$ cat src/rtl/control_sequencer_pkg.sv
// Shared definitions for the control sequencer: state encodings, opcode class
// ranges and IR field positions, also used by the datapath and benches.
package control_sequencer_pkg;

    typedef enum logic [3:0] {
        ST_RST  = 4'd0,
        ST_T0   = 4'd1,
        ST_T1   = 4'd2,
        ST_T2   = 4'd3,
        ST_T3   = 4'd4,
        ST_T4   = 4'd5,
        ST_T5   = 4'd6,
        ST_T6   = 4'd7,
        ST_HALT = 4'd8
    } state_t;

    typedef enum logic [2:0] {
        CLS_NOP    = 3'd0,
        CLS_RTYPE  = 3'd1,
        CLS_ITYPE  = 3'd2,
        CLS_MULDIV = 3'd3,
        CLS_UNARY  = 3'd4,
        CLS_HALT   = 3'd5
    } op_class_t;

    localparam logic [4:0] OP_RTYPE_LO  = 5'b00011;
    localparam logic [4:0] OP_RTYPE_HI  = 5'b01011;
    localparam logic [4:0] OP_ITYPE_LO  = 5'b01100;
    localparam logic [4:0] OP_ITYPE_HI  = 5'b01110;
    localparam logic [4:0] OP_MULDIV_LO = 5'b01111;
    localparam logic [4:0] OP_MULDIV_HI = 5'b10000;
    localparam logic [4:0] OP_UNARY_LO  = 5'b10001;
    localparam logic [4:0] OP_UNARY_HI  = 5'b10010;
    localparam logic [4:0] OP_NOP       = 5'b11000;
    localparam logic [4:0] OP_HALT      = 5'b11001;

    localparam int unsigned OPCODE_MSB = 31;
    localparam int unsigned OPCODE_LSB = 27;
    localparam int unsigned RA_MSB     = 26;
    localparam int unsigned RA_LSB     = 23;
    localparam int unsigned RB_MSB     = 22;
    localparam int unsigned RB_LSB     = 19;
    localparam int unsigned RC_MSB     = 18;
    localparam int unsigned RC_LSB     = 15;

    // One-hot {Gra,Grb,Grc}
    localparam logic [2:0] GSEL_NONE = 3'b000;
    localparam logic [2:0] GSEL_RA   = 3'b100;
    localparam logic [2:0] GSEL_RB   = 3'b010;
    localparam logic [2:0] GSEL_RC   = 3'b001;

endpackage

$ cat src/rtl/control_sequencer_opcode_classifier.sv
// Combinational opcode-to-class decode; unlisted opcodes fall back to NOP.
module control_sequencer_opcode_classifier
    import control_sequencer_pkg::*;
(
    input  logic [4:0] opcode,
    output op_class_t  op_class
);

    always_comb begin
        op_class = CLS_NOP;
        if (opcode >= OP_RTYPE_LO && opcode <= OP_RTYPE_HI)
            op_class = CLS_RTYPE;
        else if (opcode >= OP_ITYPE_LO && opcode <= OP_ITYPE_HI)
            op_class = CLS_ITYPE;
        else if (opcode >= OP_MULDIV_LO && opcode <= OP_MULDIV_HI)
            op_class = CLS_MULDIV;
        else if (opcode >= OP_UNARY_LO && opcode <= OP_UNARY_HI)
            op_class = CLS_UNARY;
        else if (opcode == OP_HALT)
            op_class = CLS_HALT;
    end

endmodule

$ cat src/rtl/control_sequencer.sv
// Multi-cycle control sequencer: fetch (T0-T2), execute (T3-T6), halt.
// Control strobes are a combinational decode of the state register and IR.
module control_sequencer
    import control_sequencer_pkg::*;
(
    input  logic        clock,
    input  logic        clear,
    input  logic [31:0] IR,
    input  logic        mem_ready,
    output logic        PCout,
    output logic        MARin,
    output logic        IncPC,
    output logic        Read,
    output logic        MDRin,
    output logic        MDRout,
    output logic        IRin,
    output logic [2:0]  gsel,
    output logic        Rin,
    output logic        Rout,
    output logic        Cout,
    output logic        RYin,
    output logic        RZinLo,
    output logic        RZinHi,
    output logic        RZoutLo,
    output logic        RZoutHi,
    output logic        LOin,
    output logic        HIin,
    output logic [4:0]  alu_op,
    output logic        run
);

    state_t     state;
    op_class_t  op_class;
    logic [4:0] opcode;
    logic       unused_ir_fields;

    assign opcode = IR[OPCODE_MSB:OPCODE_LSB];
    // Register fields are consumed by the datapath, not here.
    assign unused_ir_fields = ^{IR[RA_MSB:RA_LSB], IR[RB_MSB:RB_LSB],
                                IR[RC_MSB:RC_LSB], IR[RC_LSB-1:0]};

    control_sequencer_opcode_classifier u_classifier (
        .opcode   (opcode),
        .op_class (op_class)
    );

    always_ff @(posedge clock or posedge clear) begin
        if (clear) begin
            state <= ST_RST;
        end else begin
            case (state)
                ST_RST:  state <= ST_T0;
                ST_T0:   state <= ST_T1;
                ST_T1:   if (mem_ready) state <= ST_T2;
                ST_T2: begin
                    case (op_class)
                        CLS_HALT: state <= ST_HALT;
                        CLS_NOP:  state <= ST_T0;
                        default:  state <= ST_T3;
                    endcase
                end
                ST_T3:   state <= ST_T4;
                ST_T4:   state <= ST_T5;
                ST_T5:   state <= (op_class == CLS_MULDIV) ? ST_T6 : ST_T0;
                ST_T6:   state <= ST_T0;
                ST_HALT: state <= ST_HALT;
                default: state <= ST_RST;
            endcase
        end
    end

    always_comb begin
        PCout   = 1'b0;
        MARin   = 1'b0;
        IncPC   = 1'b0;
        Read    = 1'b0;
        MDRin   = 1'b0;
        MDRout  = 1'b0;
        IRin    = 1'b0;
        gsel    = GSEL_NONE;
        Rin     = 1'b0;
        Rout    = 1'b0;
        Cout    = 1'b0;
        RYin    = 1'b0;
        RZinLo  = 1'b0;
        RZinHi  = 1'b0;
        RZoutLo = 1'b0;
        RZoutHi = 1'b0;
        LOin    = 1'b0;
        HIin    = 1'b0;
        alu_op  = '0;
        run     = (state != ST_HALT);
        case (state)
            ST_T0: begin
                PCout = 1'b1;
                MARin = 1'b1;
                IncPC = 1'b1;
            end
            ST_T1: begin
                Read  = 1'b1;
                MDRin = 1'b1;
            end
            ST_T2: begin
                MDRout = 1'b1;
                IRin   = 1'b1;
            end
            ST_T3: begin
                gsel = GSEL_RB;
                Rout = 1'b1;
                RYin = 1'b1;
            end
            ST_T4: begin
                alu_op = opcode;
                RZinLo = 1'b1;
                RZinHi = (op_class == CLS_MULDIV);
                case (op_class)
                    CLS_ITYPE: Cout = 1'b1;
                    CLS_UNARY: begin
                        gsel = GSEL_RB;
                        Rout = 1'b1;
                    end
                    default: begin
                        gsel = GSEL_RC;
                        Rout = 1'b1;
                    end
                endcase
            end
            ST_T5: begin
                RZoutLo = 1'b1;
                if (op_class == CLS_MULDIV) begin
                    LOin = 1'b1;
                end else begin
                    gsel = GSEL_RA;
                    Rin  = 1'b1;
                end
            end
            ST_T6: begin
                RZoutHi = 1'b1;
                HIin    = 1'b1;
            end
            default: ;
        endcase
    end

endmodule

$ cat config.mk
export PLATFORM = sky130hd
export DESIGN_NAME = control_sequencer
export DESIGN_NICKNAME = d
export VERILOG_FILES = /design/src/rtl/control_sequencer_pkg.sv /design/src/rtl/control_sequencer_opcode_classifier.sv /design/src/rtl/control_sequencer.sv
export SDC_FILE = /design/constraint.sdc
export NUM_CORES = 1
export LEC_CHECK = 0
export BUFFER_PORTS_ARGS = -buffer_cell sky130_fd_sc_hd__buf_2
export CAP_MARGIN = 10
export CORE_UTILIZATION = 29
export DETAILED_ROUTE_END_ITERATION = 12
export PLACE_DENSITY = 0.75
export SYNTH_ARGS = -nofsm -noshare
export SYNTH_HDL_FRONTEND = slang
export SYNTH_SLANG_ARGS = --single-unit
$ cat constraint.sdc
create_clock -name clock -period 1.19 [get_ports clock]
set_input_delay 0.119 -clock clock [delete_from_list [all_inputs] [get_ports clock]]
set_output_delay 0.119 -clock clock [all_outputs]
set_load 0.03 [all_outputs]
==> impl_metrics.ini, run 1 <==
[finish]
seq_area_sq_um = 101
fin_util_pct = 74.0
reg_top3 = state x4
layout_common_cells = buf_6, buf_4, and2_4, buf_2, nor3_4
drive_gt1_share_pct = 76.5
fill_cells = 109
diodes = 0
final_common_cell = buf_6
nets = 152
largest_reg_flops = 4
top_register = state
multi_input_area_sq_um = 515
syn2layout_area_growth_pct = 128
final_cells = 131
final_area_sq_um = 1170

[routing]
firstDrtPassIters = 9
vias_per_cell = 5.15
num_vias = 674
wirelength_um = 1790
wl_per_cell_um = 13.7
first_iter_violations = 10
ant_nets = 0
drc = 1

[timing]
max_freq_mhz = 687
maxSlewViolCount = 0
min_period_over_period_pct = 122
rsz0062_at_grt = yes
finalWorstSetupSlack_ns = -0.265
slew_headroom_pct = 76.5
min_period_ns = 1.46
setup_viol = 28
worstMarginPinSlew_ns = 0.350
fin_skew_ns = 0.00371
hold_viol_final = 0

[clocking]
root_buffer = clkbuf_4
cts_tree = yes
clock_latency_ns = 0.23
clkSinkCount = 4
clkTransAtPathRegs_ns = 0.03
cts_buffer_depth = 2
htreeDepth = 1
cts_buffers = 3

[critical_path]
path_buf_inv = 1
crit_arrival_ns = 1.34
required_ns = 1.07
slowest_stage = dfrtp_2
cp_max_fo = 7
crit_chain = nand2b_4 -> nor2_4 -> and2_4 -> buf_6
endpoint_kind = output port
worst-setup-path-type = reg2out
crit_family = simple AND/OR/NAND/NOR gates
cpPeakStageDelay_ns = 0.46
cp-start-kind = flop

[die]
die_x_um = 44.0
core_sq_um = 1580
die_h_um = 44.0
die-area_sq_um = 1930
ios = 61
initial_utilization_pct = 32.4
rows = 14

[power]
worst_ir_drop_vdd_uv = 1510
cellPowerDensity_nw_per_um2 = 2070
p_leak_nw = 0.528

[grt]
grt_pass1_vias = 652
grt-ovfl-total = 0
grt_max_degree = 9
grt_pass1_wl_um = 2970
track_usage_pct = 20.8
antenna_found_initial = 0

[place]
gp_congestion = 0.757
port_buffers = 33
place_area_sq_um = 863
hpwlAfterDp_um = 1170
dp.cells = 124

[yosys]
synth_area_sq_um = 510
synthCells = 67
synth_flop_cell = dfrtp_1
synth_top_area_cell = dfrtp_1
synth_seq_cells = 4
synth_area_per_cell_sq_um = 7.62
syn-num-nets = 102
ys_types = 31
async_flop_share_pct = 100
synth-edff-count = 0
ys_warn_count = 0
seq_area_frac_synth_pct = 19.6
ys_top_cells_by_area = dfrtp_1, and2_1, nor3_1
synth_top_area_share_pct = 19.6

[status]
status = finished, violations left
violations = design-rule violations, negative setup slack

[run]
max-cap-violations = 0

[hold_path]
hp-class = in2reg
-- cells by family after synthesis --
kind of cell / count (synthesis) / share of synthesized area [%]
simple gates: 41 / 46.8
compound gates: 10 / 13.5
flops: 4 / 19.6
buf+inv: 11 / 18.4
xor+xnor: 1 / 1.72
-- cells in the mapped netlist (2+ instances only) --
library cell  instances
nor3_1                8
and2_1                7
buf_4                 5
dfrtp_1               4
nand2_1               4
nand2b_1              4
nor2_1                4
a21oi_1               3
buf_6                 3
nor2b_1               2
o31ai_1               2
or3_1                 2
-- path summary, 6_finish.rpt --
kind | cells past startpoint | to | slack [ns] | start
max reg2reg | 6 | state[2] | -0.12 | state[2]
max in group asynchronous | 3 | state[0] | 0.71 | clear
min | 3 | state[0] | 0.26 | mem_ready
min reg2reg | 2 | state[2] | 0.62 | state[3]
min in group asynchronous | 3 | state[3] | 0.32 | clear
max | 4 | Cout | -0.27 | state[0]
-- repair_timing --
action | in CTS | in global routing
endpoints found under the setup margin | 29 | 29
pin swaps | 9 | 5
hold endpoints to repair | 4 | 0
resized for setup | 66 | 3
buffers inserted | 4 | 2
hold buffers | 1 | 0
-- routing by layer --
metal	GRT usage (%)	wire, um	share of wire [%]
met5	0	0	0
met4	9.09	23	1.3
met3	2.92	73	4.1
met2	37.9	985	55
met1	23.8	711	40
-- stage by stage --
stage | setup slack [ns] | power [mW] | hold WS [ns] | TNS [ns]
final | -0.265 | 2.42 | 0.256 | -5.22
after CTS | -0.265 | 2.41 | 0.246 | -5.12
after global placement | -0.167 | 1.70 | -0.00547 | -1.75
after floorplan | -0.276 | 1.43 | -0.115 | -4.07
after detailed placement | -0.240 | 1.72 | 0.00341 | -2.37
after global routing | -0.329 | 2.55 | 0.253 | -6.84
-- power by group --
part	switching [mW]	total (mW)	internal, mW
clock	0.0533	0.166	0.113
combinational	1.05	1.98	0.932
sequential	0.0763	0.265	0.189
total	1.18	2.42	1.23
-- worst reg2reg max path: cells and delay by family, from the launching register on --
family / cells / cell delay, ns
buffers and inverters: 3 / 0.42
flip-flops: 1 / 0.40
AND/OR/NAND/NOR: 2 / 0.32
AO/OA/AOI/OAI: 1 / 0.07
-- layout make-up --
type / instances / share of cell area, %
Sequential cell: 4 / 8.69
Inverter: 1 / 0.322
Tap cell: 16 / 1.72
Timing Repair Buffer: 55 / 43.1
Multi-Input combinational cell: 52 / 44.2
Clock buffer: 3 / 1.93
Power figures use the tool's default switching activity.
==> run 2: changes to the inputs <==
--- a/config.mk
+++ b/config.mk
@@ -7,9 +7,10 @@
 export LEC_CHECK = 0
 export BUFFER_PORTS_ARGS = -buffer_cell sky130_fd_sc_hd__buf_2
 export CAP_MARGIN = 10
-export CORE_UTILIZATION = 29
+export CORE_UTILIZATION = 30
+export CTS_BUF_LIST = sky130_fd_sc_hd__clkbuf_2
 export DETAILED_ROUTE_END_ITERATION = 12
-export PLACE_DENSITY = 0.75
+export PLACE_DENSITY = 0.77
 export SYNTH_ARGS = -nofsm -noshare
 export SYNTH_HDL_FRONTEND = slang
 export SYNTH_SLANG_ARGS = --single-unit
==> impl_metrics.ini, run 2 (synthesis results as in run 1) <==
[status]
status = finished, violations left
violations = negative setup slack

[timing]
finalWorstSetupSlack_ns = -0.251
max_freq_mhz = 694
min_period_over_period_pct = 121
slew_headroom_pct = 64.0
rsz0062_at_grt = yes
maxSlewViolCount = 0
min_period_ns = 1.44
worstMarginPinSlew_ns = 0.533
setup_viol = 29
fin_skew_ns = 0.00337
hold_viol_final = 0
fin_tns_setup_ns = -5.07

[power]
comb_power_share_pct = 85.9
worst_ir_drop_vdd_uv = 1210
clkPwrFrac_pct = 4.5
power.total_mw = 2.70
p_switching_mw = 1.29
p_leak_nw = 0.583
p_seq_share_pct = 9.6
cellPowerDensity_nw_per_um2 = 2150
p_int_mw = 1.41
switching_share_pct = 47.9

[critical_path]
slowest_stage = dfrtp_1
crit_chain = nand2b_4 -> buf_4 -> nor2_4 -> and2_2 -> buf_6
endpoint_kind = output port
cpPeakStageDelay_ns = 0.37
crit_arrival_ns = 1.32
r2r_cells = 7
required_ns = 1.07
r2r_start = state[1]
r2r_end = state[2]
cp_max_fo = 5
r2r_setup_slack_ns = -0.13
worst-setup-path-type = reg2out
cp-start-kind = flop

[clocking]
clkSinkCount = 4
cts_tree = yes
clkTransAtPathRegs_ns = 0.05
clock_latency_ns = 0.20
cts_buffers = 3
cts_buffer_depth = 2
root_buffer = clkbuf_2
htreeDepth = 1

[place]
gp_congestion = 0.755
port_buffers = 33
hpwlAfterDp_um = 1270
dp.cells = 129

[die]
ios = 61
initial_utilization_pct = 33.1
die-area_sq_um = 1870
die_x_um = 43.3
rows = 14
die_h_um = 43.3
core_sq_um = 1540

[grt]
grt_pass1_vias = 753
track_usage_pct = 21.9
grt-ovfl-total = 0
grt_pass1_wl_um = 3040
grt_max_degree = 9
antenna_found_initial = 0

[finish]
reg_top3 = state x4
final_cells = 143
fill_cells = 87
drive_gt1_share_pct = 78.7
final_common_cell = buf_6
syn2layout_area_growth_pct = 147
top_register = state
nets = 164
diodes = 0
layout_common_cells = buf_6, buf_4, and2_4, buf_2, nor3_4
largest_reg_flops = 4

[routing]
ant_nets = 0
drc = 0
first_iter_violations = 11
num_vias = 738
wirelength_um = 2090
firstDrtPassIters = 5
wl_per_cell_um = 14.6
vias_per_cell = 5.16

[hold_path]
min_to = state[0]
min_from = mem_ready
hold_path_depth = 3
hp-class = in2reg

[run]
max-cap-violations = 0
run 2: worst max path at each step:
stage	slack, ns	start	endpoint
floorplan	-0.28	state[3]	gsel[0]
global placement	-0.17	IR[29]	Rin
detailed placement	-0.21	IR[29]	Rin
CTS	-0.25	state[3]	gsel[0]
global route	-0.32	state[3]	Rin
finish	-0.25	state[3]	Rin
run 2: final cells by class:
class                   count  area [sq um]  area share [%]
multi-input cells          52           502            39.9
clock buffers               3          15.0            1.19
repair buffers             67           617            49.0
well taps                  16          20.0            1.59
inverters                   1          3.75           0.298
flip-flops and latches      4           101            8.05
run 2: worst max-delay path, delay by kind of cell (launching register included):
kind	cells	cell delay [ns]
simple gates	3	0.45
buf+inv	2	0.31
flops	1	0.37
run 2: power groups by stage:
| stage | clock [mW] | sequential (mW) | combinational [mW] |
|---|---|---|---|
| 2_1_floorplan | 0 | 0.256 | 1.18 |
| 3_3_place_gp | 0 | 0.234 | 1.54 |
| 3_5_place_dp | 0 | 0.236 | 1.56 |
| 4_1_cts | 0.135 | 0.253 | 2.03 |
| 5_1_grt | 0.148 | 0.261 | 2.42 |
| 6_report | 0.123 | 0.259 | 2.32 |
run 2: metrics by stage:
step           hold slack (ns)  cell area (sq um)  worst slack, ns  utilization (%)
2_1_floorplan           -0.115                654           -0.276                -
3_3_place_gp           0.00395                913           -0.171             59.3
3_5_place_dp           0.00513                913           -0.209             59.3
4_1_cts                  0.227               1170           -0.254             76.0
5_1_grt                  0.289               1260           -0.321             81.7
6_report                 0.294               1260           -0.251             81.7
run 2: what timing repair did:
| action | 4_1_cts | 5_1_grt |
|---|---|---|
| pin swaps | 4 | 4 |
| setup buffers | 5 | 7 |
| hold endpoints to repair | 4 | 0 |
| resized for setup | 59 | 14 |
| endpoints found under the setup margin | 29 | 30 |
| hold buffers | 1 | 0 |
run 2: layer usage:
metal | global-route usage, % | share of wire [%]
met1 | 20.4 | 34
met2 | 42.7 | 58
met3 | 0.851 | 4.3
met4 | 17.0 | 3.4
met5 | 0 | 0
==> run 3: changes to the inputs <==
==> constraint.sdc (replaced) <==
create_clock -name clock -period 1.19 [get_ports clock]
set_input_delay 0.0595 -clock clock [delete_from_list [all_inputs] [get_ports clock]]
set_output_delay 0.0595 -clock clock [all_outputs]
set_load 0.03 [all_outputs]
==> impl_metrics.ini, run 3 (synthesis results as in run 1) <==
[status]
violations = negative setup slack
status = finished, violations left

[power]
switching_share_pct = 50.0
p_int_mw = 1.26
p_leak_nw = 0.554
clkPwrFrac_pct = 5.4
p_seq_share_pct = 10.3
comb_power_share_pct = 84.3
worst_ir_drop_vdd_uv = 1240
power.total_mw = 2.52
cellPowerDensity_nw_per_um2 = 2100
p_switching_mw = 1.26

[finish]
final_cells = 134
syn2layout_area_growth_pct = 135
diodes = 0
reg_top3 = state x4
nets = 155
drive_gt1_share_pct = 79.7
layout_common_cells = buf_6, buf_4, and2_4
top_register = state
largest_reg_flops = 4
final_common_cell = buf_6

[die]
rows = 14
die_x_um = 43.3
core_sq_um = 1540
initial_utilization_pct = 33.1
ios = 61
die_h_um = 43.3
die-area_sq_um = 1870

[place]
gp_congestion = 0.741
port_buffers = 33
dp.cells = 126
hpwlAfterDp_um = 1260

[critical_path]
required_ns = 1.13
worst-setup-path-type = reg2out
endpoint_kind = output port
crit_arrival_ns = 1.35
cp-start-kind = flop
r2r_cells = 5
cp_max_fo = 6

[clocking]
clock_latency_ns = 0.23
clkSinkCount = 4
cts_tree = yes
clkTransAtPathRegs_ns = 0.05
cts_buffer_depth = 2
htreeDepth = 1
cts_buffers = 3
root_buffer = clkbuf_2

[timing]
rsz0062_at_grt = yes
fin_skew_ns = 0.00501
slew_headroom_pct = 80.9
setup_viol = 30
min_period_ns = 1.41
worstMarginPinSlew_ns = 0.283
min_period_over_period_pct = 119
maxSlewViolCount = 0
max_freq_mhz = 709
finalWorstSetupSlack_ns = -0.221
hold_viol_final = 0

[routing]
wl_per_cell_um = 14.6
num_vias = 707
wirelength_um = 1960
firstDrtPassIters = 4
vias_per_cell = 5.28
drc = 0
ant_nets = 0
first_iter_violations = 7

[grt]
track_usage_pct = 19.4
antenna_found_initial = 0
grt-ovfl-total = 0
grt_pass1_wl_um = 2730
grt_pass1_vias = 662
grt_max_degree = 9

[hold_path]
hp-class = in2reg
hold_path_depth = 3

[run]
max-cap-violations = 0
[run 3: per-layer routing]
layer / track usage, % / part of all wire, % / vias to the layer above
met5: 0 / 0 / -
met4: 9.09 / 2.6 / 0
met3: 1.28 / 3.9 / 7
met2: 38.5 / 57 / 28
met1: 19.8 / 36 / 337
li1: - / - / 335
[run 3: layout make-up]
class	count	area, sq um
Multi-Input combinational cell	52	524
Fill cell	111	340
Tap cell	16	20.0
Inverter	1	3.75
Clock buffer	3	15.0
Sequential cell	4	101
Timing Repair Buffer	58	537
[run 3: path summary, 6_finish.rpt]
check,from,slack (ns),to
max,state[0],-0.22,gsel[0]
min,mem_ready,0.16,state[0]
max reg2reg,state[1],-0.04,state[2]
min reg2reg,state[3],0.64,state[0]
max in group asynchronous,clear,0.76,state[0]
min in group asynchronous,clear,0.26,state[2]
[run 3: power by group through the flow]
stage,sequential (mW),combinational (mW),clock [mW]
after global placement,0.231,1.49,0
after global routing,0.267,2.23,0.147
final,0.260,2.12,0.137
after CTS,0.252,1.95,0.129
after detailed placement,0.235,1.52,0
after floorplan,0.256,1.18,0
[run 3: per-stage QoR]
step / TNS [ns] / hold WS, ns / area [sq um] / util, % / setup WS (ns)
after global placement: -0.208 / -0.0586 / 878 / 57.0 / -0.0542
final: -4.02 / 0.158 / 1200 / 77.9 / -0.221
after detailed placement: -0.615 / -0.0521 / 878 / 57.0 / -0.0880
after global routing: -5.38 / 0.182 / 1200 / 77.9 / -0.257
after floorplan: -2.86 / -0.174 / 654 / - / -0.217
after CTS: -3.24 / 0.174 / 1120 / 72.6 / -0.194
[run 3: timing repair]
| item | CTS | global route |
|---|---|---|
| setup endpoints to repair | 28 | 30 |
| gates resized for setup | 61 | 16 |
| endpoints found under the hold margin | 4 | 0 |
| hold buffers | 1 | 0 |
| pin swaps | 5 | 6 |
| setup buffers | 2 | 3 |
[run 3: critical path, cell delays in order (launching register included)]
cell and delay, ns:
dfrtp_2 0.45, buf_4 0.14, o31ai_2 0.06, buf_4 0.14, nor3_4 0.17, buf_6 0.15
